--- src/rtl/muldiv_unit.sv ---
// muldiv_unit: iterative 32-cycle multiply/divide engine with HI/LO registers.
// Ports:
//   clk, rst_n        - clock, synchronous active-low reset
//   start, op, x, y   - launch request, op select (00 mult, 01 multu, 10 div, 11 divu), operands
//   we_hi, we_lo,     - mthi/mtlo write strobes and data (ignored while busy)
//   wdata
//   busy, done, dbz   - in-progress flag, one-cycle completion pulse, last divide had y=0
//   hi, lo            - architectural HI/LO registers
module muldiv_unit #(
  parameter int unsigned W = 32
) (
  input  logic         clk,
  input  logic         rst_n,
  input  logic         start,
  input  logic [1:0]   op,
  input  logic [W-1:0] x,
  input  logic [W-1:0] y,
  input  logic         we_hi,
  input  logic         we_lo,
  input  logic [W-1:0] wdata,
  output logic         busy,
  output logic         done,
  output logic         dbz,
  output logic [W-1:0] hi,
  output logic [W-1:0] lo
);

  localparam int unsigned CW = 6;

  typedef enum logic [1:0] {IDLE, CALC, FIX} state_t;

  state_t         state_q, state_d;
  logic           busy_q, busy_d;
  logic           done_q, done_d;
  logic           dbz_q, dbz_d;
  logic [W-1:0]   hi_q, hi_d;
  logic [W-1:0]   lo_q, lo_d;
  logic [1:0]     op_q, op_d;
  logic           sx_q, sx_d;
  logic           sy_q, sy_d;
  logic           yz_q, yz_d;
  logic [W-1:0]   x_q, x_d;
  logic [W-1:0]   a_q, a_d;
  logic [W-1:0]   b_q, b_d;
  logic [2*W-1:0] acc_q, acc_d;
  logic [W:0]     rem_q, rem_d;
  logic [CW-1:0]  cnt_q, cnt_d;

  logic           is_signed;
  logic [W-1:0]   abs_x, abs_y;
  logic [W:0]     mul_sum;
  logic [W:0]     div_shl;
  logic [W:0]     div_diff;
  logic [2*W-1:0] prod_fix;
  logic [W-1:0]   quo_fix, rem_fix;

  // Next-state and datapath
  always_comb begin
    state_d  = state_q;
    busy_d   = busy_q;
    done_d   = 1'b0;
    dbz_d    = dbz_q;
    hi_d     = hi_q;
    lo_d     = lo_q;
    op_d     = op_q;
    sx_d     = sx_q;
    sy_d     = sy_q;
    yz_d     = yz_q;
    x_d      = x_q;
    a_d      = a_q;
    b_d      = b_q;
    acc_d    = acc_q;
    rem_d    = rem_q;
    cnt_d    = cnt_q;

    // Operand magnitudes: only the signed ops (op[0]=0) take absolute values
    is_signed = ~op[0];
    abs_x     = (is_signed && x[W-1]) ? W'(-x) : x;
    abs_y     = (is_signed && y[W-1]) ? W'(-y) : y;

    // Shift-add step: multiplier sits in acc low half, consumed LSB first
    mul_sum  = {1'b0, acc_q[2*W-1:W]} + (acc_q[0] ? {1'b0, a_q} : (W+1)'(0));
    // Restoring step: dividend/quotient share acc low half, MSB first
    div_shl  = {rem_q[W-1:0], acc_q[W-1]};
    div_diff = div_shl - {1'b0, b_q};

    prod_fix = (sx_q ^ sy_q) ? (2*W)'(-acc_q) : acc_q;
    quo_fix  = (sx_q ^ sy_q) ? W'(-acc_q[W-1:0]) : acc_q[W-1:0];
    rem_fix  = sx_q ? W'(-rem_q[W-1:0]) : rem_q[W-1:0];

    // mthi/mtlo only when idle; a later result overwrites them
    if (!busy_q) begin
      if (we_hi) hi_d = wdata;
      if (we_lo) lo_d = wdata;
    end

    case (state_q)
      IDLE: begin
        if (start) begin
          state_d = CALC;
          busy_d  = 1'b1;
          dbz_d   = 1'b0;
          op_d    = op;
          sx_d    = is_signed & x[W-1];
          sy_d    = is_signed & y[W-1];
          yz_d    = (y == '0);
          x_d     = x;
          a_d     = abs_x;
          b_d     = abs_y;
          acc_d   = op[1] ? {{W{1'b0}}, abs_x} : {{W{1'b0}}, abs_y};
          rem_d   = '0;
          cnt_d   = '0;
        end
      end
      CALC: begin
        if (op_q[1]) begin
          acc_d = {acc_q[2*W-1:W], acc_q[W-2:0], ~div_diff[W]};
          rem_d = div_diff[W] ? div_shl : div_diff;
        end else begin
          acc_d = {mul_sum, acc_q[W-1:1]};
        end
        cnt_d = cnt_q + CW'(1);
        if (cnt_q == CW'(31)) state_d = FIX;
      end
      FIX: begin
        state_d = IDLE;
        busy_d  = 1'b0;
        done_d  = 1'b1;
        if (op_q[1]) begin
          if (yz_q) begin
            lo_d  = '1;
            hi_d  = x_q;
            dbz_d = 1'b1;
          end else begin
            lo_d = quo_fix;
            hi_d = rem_fix;
          end
        end else begin
          hi_d = prod_fix[2*W-1:W];
          lo_d = prod_fix[W-1:0];
        end
      end
      default: begin
        state_d = IDLE;
        busy_d  = 1'b0;
      end
    endcase
  end

  // State register with synchronous reset
  always_ff @(posedge clk) begin
    if (!rst_n) begin
      state_q <= IDLE;
      busy_q  <= 1'b0;
      done_q  <= 1'b0;
      dbz_q   <= 1'b0;
      hi_q    <= '0;
      lo_q    <= '0;
      op_q    <= '0;
      sx_q    <= 1'b0;
      sy_q    <= 1'b0;
      yz_q    <= 1'b0;
      x_q     <= '0;
      a_q     <= '0;
      b_q     <= '0;
      acc_q   <= '0;
      rem_q   <= '0;
      cnt_q   <= '0;
    end else begin
      state_q <= state_d;
      busy_q  <= busy_d;
      done_q  <= done_d;
      dbz_q   <= dbz_d;
      hi_q    <= hi_d;
      lo_q    <= lo_d;
      op_q    <= op_d;
      sx_q    <= sx_d;
      sy_q    <= sy_d;
      yz_q    <= yz_d;
      x_q     <= x_d;
      a_q     <= a_d;
      b_q     <= b_d;
      acc_q   <= acc_d;
      rem_q   <= rem_d;
      cnt_q   <= cnt_d;
    end
  end

  assign busy = busy_q;
  assign done = done_q;
  assign dbz  = dbz_q;
  assign hi   = hi_q;
  assign lo   = lo_q;

endmodule

--- config.mk ---
export PLATFORM = sky130hd
export DESIGN_NAME = muldiv_unit
export DESIGN_NICKNAME = d
export VERILOG_FILES = /design/src/rtl/muldiv_unit.sv
export SDC_FILE = /design/constraint.sdc
export NUM_CORES = 1
export LEC_CHECK = 0
export ABC_AREA = 1
export CORE_ASPECT_RATIO = 1.1
export CORE_MARGIN = 2
export CORE_UTILIZATION = 35
export CTS_CLUSTER_SIZE = 40
export DETAILED_ROUTE_END_ITERATION = 6
export PLACE_DENSITY = 0.59
export SETUP_SLACK_MARGIN = 0.15
export SKIP_CTS_REPAIR_TIMING = 1
export SYNTH_ARGS = -nofsm -noshare
export SYNTH_HDL_FRONTEND = slang
export SYNTH_SLANG_ARGS = --single-unit
--- constraint.sdc ---
create_clock -name clk -period 5 [get_ports clk]
set_input_delay 1.5 -clock clk [delete_from_list [all_inputs] [get_ports clk]]
set_output_delay 1.5 -clock clk [all_outputs]
set_load 0.005 [all_outputs]
**Word-level counts from Yosys, hierarchy flattened**

Cells that the tools add are included.

- Bits in registers: 272
- Output and inout bits: 67
- Word-level logic and storage cells: 94

- Add/sub/neg operators: 8
- Eq/ne operators: 10
- Mux-type cells: 36
- Bitwise operators: 6
- Reduce and logical (&&, ||, !) cells: 17

Operators with widths:

| kind | number |
|---|---|
| 32-bit two-way mux | 19 |
| 64-bit two-way mux | 3 |
| 32-bit negator | 4 |
| 64-bit case mux with 2 select lines | 1 |
| 64-bit negator | 1 |
| 32-bit case mux with 2 select lines | 1 |
| 32-bit by 32-bit adder with 33-bit output | 1 |
| 33-bit by 32-bit subtractor with 33-bit output | 1 |
| 32-bit logical NOT | 1 |
| 2-bit inequality test, second input constant | 6 |
| 6-bit case mux with 2 select lines | 1 |
| 2-bit AND reduction | 6 |
| 2-bit nonzero test | 4 |
| 6-bit by 1-bit adder with 6-bit output, second input constant | 1 |
| 6-bit by 5-bit equality test with 1-bit output, second input constant | 1 |
| 6-bit two-way mux | 1 |
| 3-bit AND reduction | 2 |
| 1-bit two-way mux | 5 |
| 2-bit two-way mux | 2 |
| 1-bit case mux with 2 select lines | 2 |
| 2-bit case mux with 2 select lines | 1 |
| 4-bit AND reduction | 1 |
| 1-bit inverter | 3 |
| 1-bit bitwise AND | 2 |
| 6 further kinds | 7 |

**Logic depth before layout (Yosys ltp)**

- Word-level depth: 6
- Gate-level depth with buffers: 18

**Worst setup path after synthesis**

Ideal clock, no wire load.

- Path kind: in2reg
- Start: in x[1]
- End: reg acc_q[18]
- Library setup time: 0.124 ns
- Arrival time: 2.723 ns
- Path slack: 2.153 ns
- Stages on the path: 11
- Buffers on the path: 0
- Cell sequence: inv_1 > ha_1 > nand3_1 > nor2_1 > nand2_1 > o21ai_1 > nand2_1 > xor2_1 > nand2_1 > nand3_1 > a21oi_1

- Word-level cells in the longest chain between the ends: 5

RTL lines:

| element | line | source |
|---|---|---|
| from (decl) | 16 | `input logic [W-1:0] x,` |
| 32-bit negator | 78 | `abs_x = (is_signed && x[W-1]) ? W'(-x) : x;` |
| 32-bit two-way mux | 78 |  |
| 32-bit two-way mux | 110 | `acc_d = op[1] ? {{W{1'b0}}, abs_x} : {{W{1'b0}}, abs_y};` |
| 64-bit two-way mux | 99 | `if (start) begin` |
| 64-bit case mux with 2 select lines | 97 | `case (state_q)` |
| to (signal assigned) | 166 | `acc_q <= '0;` |
| to (signal assigned) | 183 | `acc_q <= acc_d;` |
| to (decl) | 45 | `logic [2*W-1:0] acc_q, acc_d;` |

Every way passes these cells. The select of a mux whose other input is x is not followed.
A chain may end at the register's enable or synchronous reset.

**Worst setup path in the final report**

- Start: in x[1]
- End: reg acc_q[12]

Same word-level chain as after synthesis.

==> summary.md <==
| Metric | Value |
|---|---|
| Status | `complete, no violations` |
| Data required time of the worst path | `5.46 ns` |
| CP startpoint kind | `input port` |
| Detail Route Antenna Nets | `0` |
| Final Critical Period | `3.418 ns` |
| Final Max Tran Viols | `0` |
| Clock Sinks | `270` |
| H-tree levels | `2` |
| Multi-input logic area | `0.01384 mm^2` |
| Setup CP Type | `in2reg` |
| Dominant synthesized flop cell | `dfxtp_1` |
| 1st-pass router iterations | `7` |
| Register area share after synthesis | `0.2483` |
| Row cnt | `95` |
| Dpl ws | `1.109 ns` |
| First-pass GRT wire length | `143100 um` |
| DRC Markers | `0` |
| WL per Instance | `20.56 um` |
| Final setup margin | `1.582 ns` |
| Post-Syn Instances | `3773` |
| CTS buffer count | `34` |
| Setup repair after global routing missed its margin | `no` |
| Final setup violating endpoints | `0` |
| Setup TNS | `0 ns` |
| GPL Wtd Cong | `0.9912` |
| Post-synth EDFFs | `0` |
| Layout Utilization | `0.4122` |
| Worst-path fanout max | `4` |
| Worst-Skew Late Latency | `0.58 ns` |
| Area Growth Syn to Fin | `16.11%` |
| Vias | `25130` |
| Pwr Density | `275.7 mW/mm^2` |
| Fmax | `292.5 MHz` |
| Initial DRC Count | `2323` |
| Mapped Nets | `3947` |
| Total gr overflow | `0` |
| Yosys reg bits | `270` |
| Final WL | `96810 um` |
| Syn_area_per_cell | `5.771 um^2` |
| Synth async-reset ratio | `0` |
| Largest stage delay on the critical path | `0.51 ns` |
| GRT Total Usage | `0.2921` |
| Worst path most repeated cell | `nand3_1` |
| Post-DP HPWL | `77350 um` |
| Initial Utilization | `0.3550` |
| FILL cells | `6897` |
| Width of the chip | `241.8 um` |
| Normalized max-slew margin | `0.3906` |
| Leak | `12.36 nW` |
| Slew @ Worst Pin | `0.9131 ns` |
| Final hold vios | `0` |
| Die area | `0.06422 mm^2` |
| Worst-path cell chain | `clkdlybuf4s50_1, inv_1, ha_1, nand3_1, nor2_1, nand2_1, o21ai_0, or2_2, nand3_1, nand3_1, a21oi_1` |
| Clock Pin Slew Worst Setup and Hold Paths | `0.06 ns` |
| Port bufs | `169` |
| CP arrival | `3.88 ns` |
| Final Cycle Share | `0.6837` |
| Max-cap viol count | `0` |
| CP max stage cell | `clkdlybuf4s50_1` |
| Clock Tree Root | `clkbuf_16` |
| Peak supply drop | `0.0002021 V` |
| Power Total | `6.969 mW` |
| Post-synth cell types | `52` |
| Initial antenna violation count | `0` |
| Largest net degree at the start of global routing | `160` |
| Worst Skew | `0.03894 ns` |
| Sequential cell area | `0.005405 mm^2` |
| Yosys synthesis warning count | `0` |
| CORE AREA | `0.06133 mm^2` |
| CP Capture Type | `register` |
| HP Class | `reg2reg` |
| Layout cells sized above 1 | `0.04327` |
| CTS tree | `yes` |
| Die height | `265.6 um` |
| Vias in the first global route | `22870` |
| Clock buffer depth | `3` |
| Netlist Area Pre-Place | `0.02177 mm^2` |
| Boundary pin count | `170` |
| Final Net Count | `4031` |
| Via density | `5.338` |
worst paths after layout:
check                  from   endpoint  slack, ns  cells after the start
setup / recovery       x[1]  acc_q[12]       1.58                     11
hold / removal     cnt_q[5]   cnt_q[5]       0.48                      1
setup reg to reg  acc_q[31]   rem_q[8]       1.61                     16
hold reg to reg    cnt_q[5]   cnt_q[5]       0.48                      1
cell usage after synthesis, types with 3 or more instances:
cell type     n  share of area
nand2_4       3         0.0016
buf_1        15         0.0026
inv_2        26         0.0045
nand3_1     362          0.083
a31oi_1       6         0.0017
xor2_1       47          0.019
nand2_2       6         0.0017
nor2_1      341          0.059
nand2_1    1134           0.20
o21a_1        6         0.0021
buf_2        30         0.0069
dfxtp_1     270           0.25
nor3_1       31         0.0071
a211oi_1      4         0.0014
buf_6         5         0.0026
nand3b_1     17         0.0059
or2_2        13         0.0037
a21o_1        7         0.0024
a21oi_1     277          0.064
o21ai_2       4         0.0016
inv_1       482          0.083
o211ai_1     61          0.021
clkbuf_1    103          0.018
nor4_1        7         0.0020
ha_1         69          0.040
nand4_1      49          0.014
xnor2_1      13         0.0052
a221oi_1     39          0.016
a22oi_1       4         0.0014
o21ai_0     283          0.065
o21bai_1      7         0.0024
and2_1        7         0.0020
o21ai_1      11         0.0025
nor2_2        9         0.0026
layout by cell type, fill, tap and decap left out, types with 14 or more instances in the layout:
| master | netlist | routed |
|---|---|---|
| inv_2 | 26 | 25 |
| a221oi_1 | 39 | 39 |
| nor3_1 | 31 | 31 |
| nor2_2 | 9 | 14 |
| o211ai_1 | 61 | 61 |
| nand4_1 | 49 | 49 |
| xor2_1 | 47 | 47 |
| buf_4 | 0 | 32 |
| nand2_1 | 1134 | 1134 |
| nor2_1 | 341 | 333 |
| a21oi_1 | 277 | 277 |
| clkdlybuf4s50_1 | 0 | 168 |
| nand3b_1 | 17 | 17 |
| dfxtp_1 | 270 | 270 |
| inv_1 | 482 | 482 |
| o21ai_0 | 283 | 283 |
| nand3_1 | 362 | 362 |
| ha_1 | 69 | 69 |
| clkbuf_16 | 0 | 35 |
flip-flops by register name, summed over array words and instances, names as in the netlist:
name / flops
acc_q: 64
b_q: 32
hi: 32
lo: 32
rem_q: 32
x_q: 32
a_q: 31
cnt_q: 6
state_q: 2
busy: 1
dbz: 1
done: 1
op_q: 1
sx_q: 1
sy_q: 1
yz_q: 1
critical path: cells and delay by family:
kind / cells / cell delay (ns)
and+or+nand+nor: 6 / 1.02
adders and majority gates: 1 / 0.19
buffers and inverters: 2 / 0.70
AOI/OAI and AO/OA: 2 / 0.45
report_power, final:
group	total (mW)	internal [mW]	switching (mW)
Combinational	1.92	0.605	1.31
Clock	2.58	1.49	1.10
Sequential	2.47	2.30	0.164
metal layers:
metal  GRT usage  part of all wire
met4      0.1545             0.059
met2      0.4729              0.45
met1      0.3760              0.42
met5           0                 0
met3     0.04298             0.071
cell type report:
type                    count  share of cell area
diodes                      1          0.00009899
clock buffers              45             0.03851
clock inverters            17            0.006731
inverters                 509             0.07568
multi-input cells        2841              0.5476
flip-flops and latches    270              0.2138
well taps                 824             0.04078
repair buffers            201             0.07682
through the flow:
step / instance area [um^2] / cells / hold slack, ns
3_3_place_gp: 24130 / 4645 / 0.4714
3_5_place_dp: 24130 / 4645 / 0.4701
6_report: 25280 / 4708 / 0.4832
5_1_grt: 25280 / 4707 / 0.5187
4_1_cts: 25280 / 4707 / 0.4786
2_1_floorplan: 21770 / 3773 / 0.4426
kinds of logic after synthesis:
family,synth area share
simple gates,0.3829
flops,0.2483
fa+ha+maj,0.04149
buf+inv,0.1176
compound gates,0.1857
xor+xnor,0.02414
(Power assumes the default switching activity.)
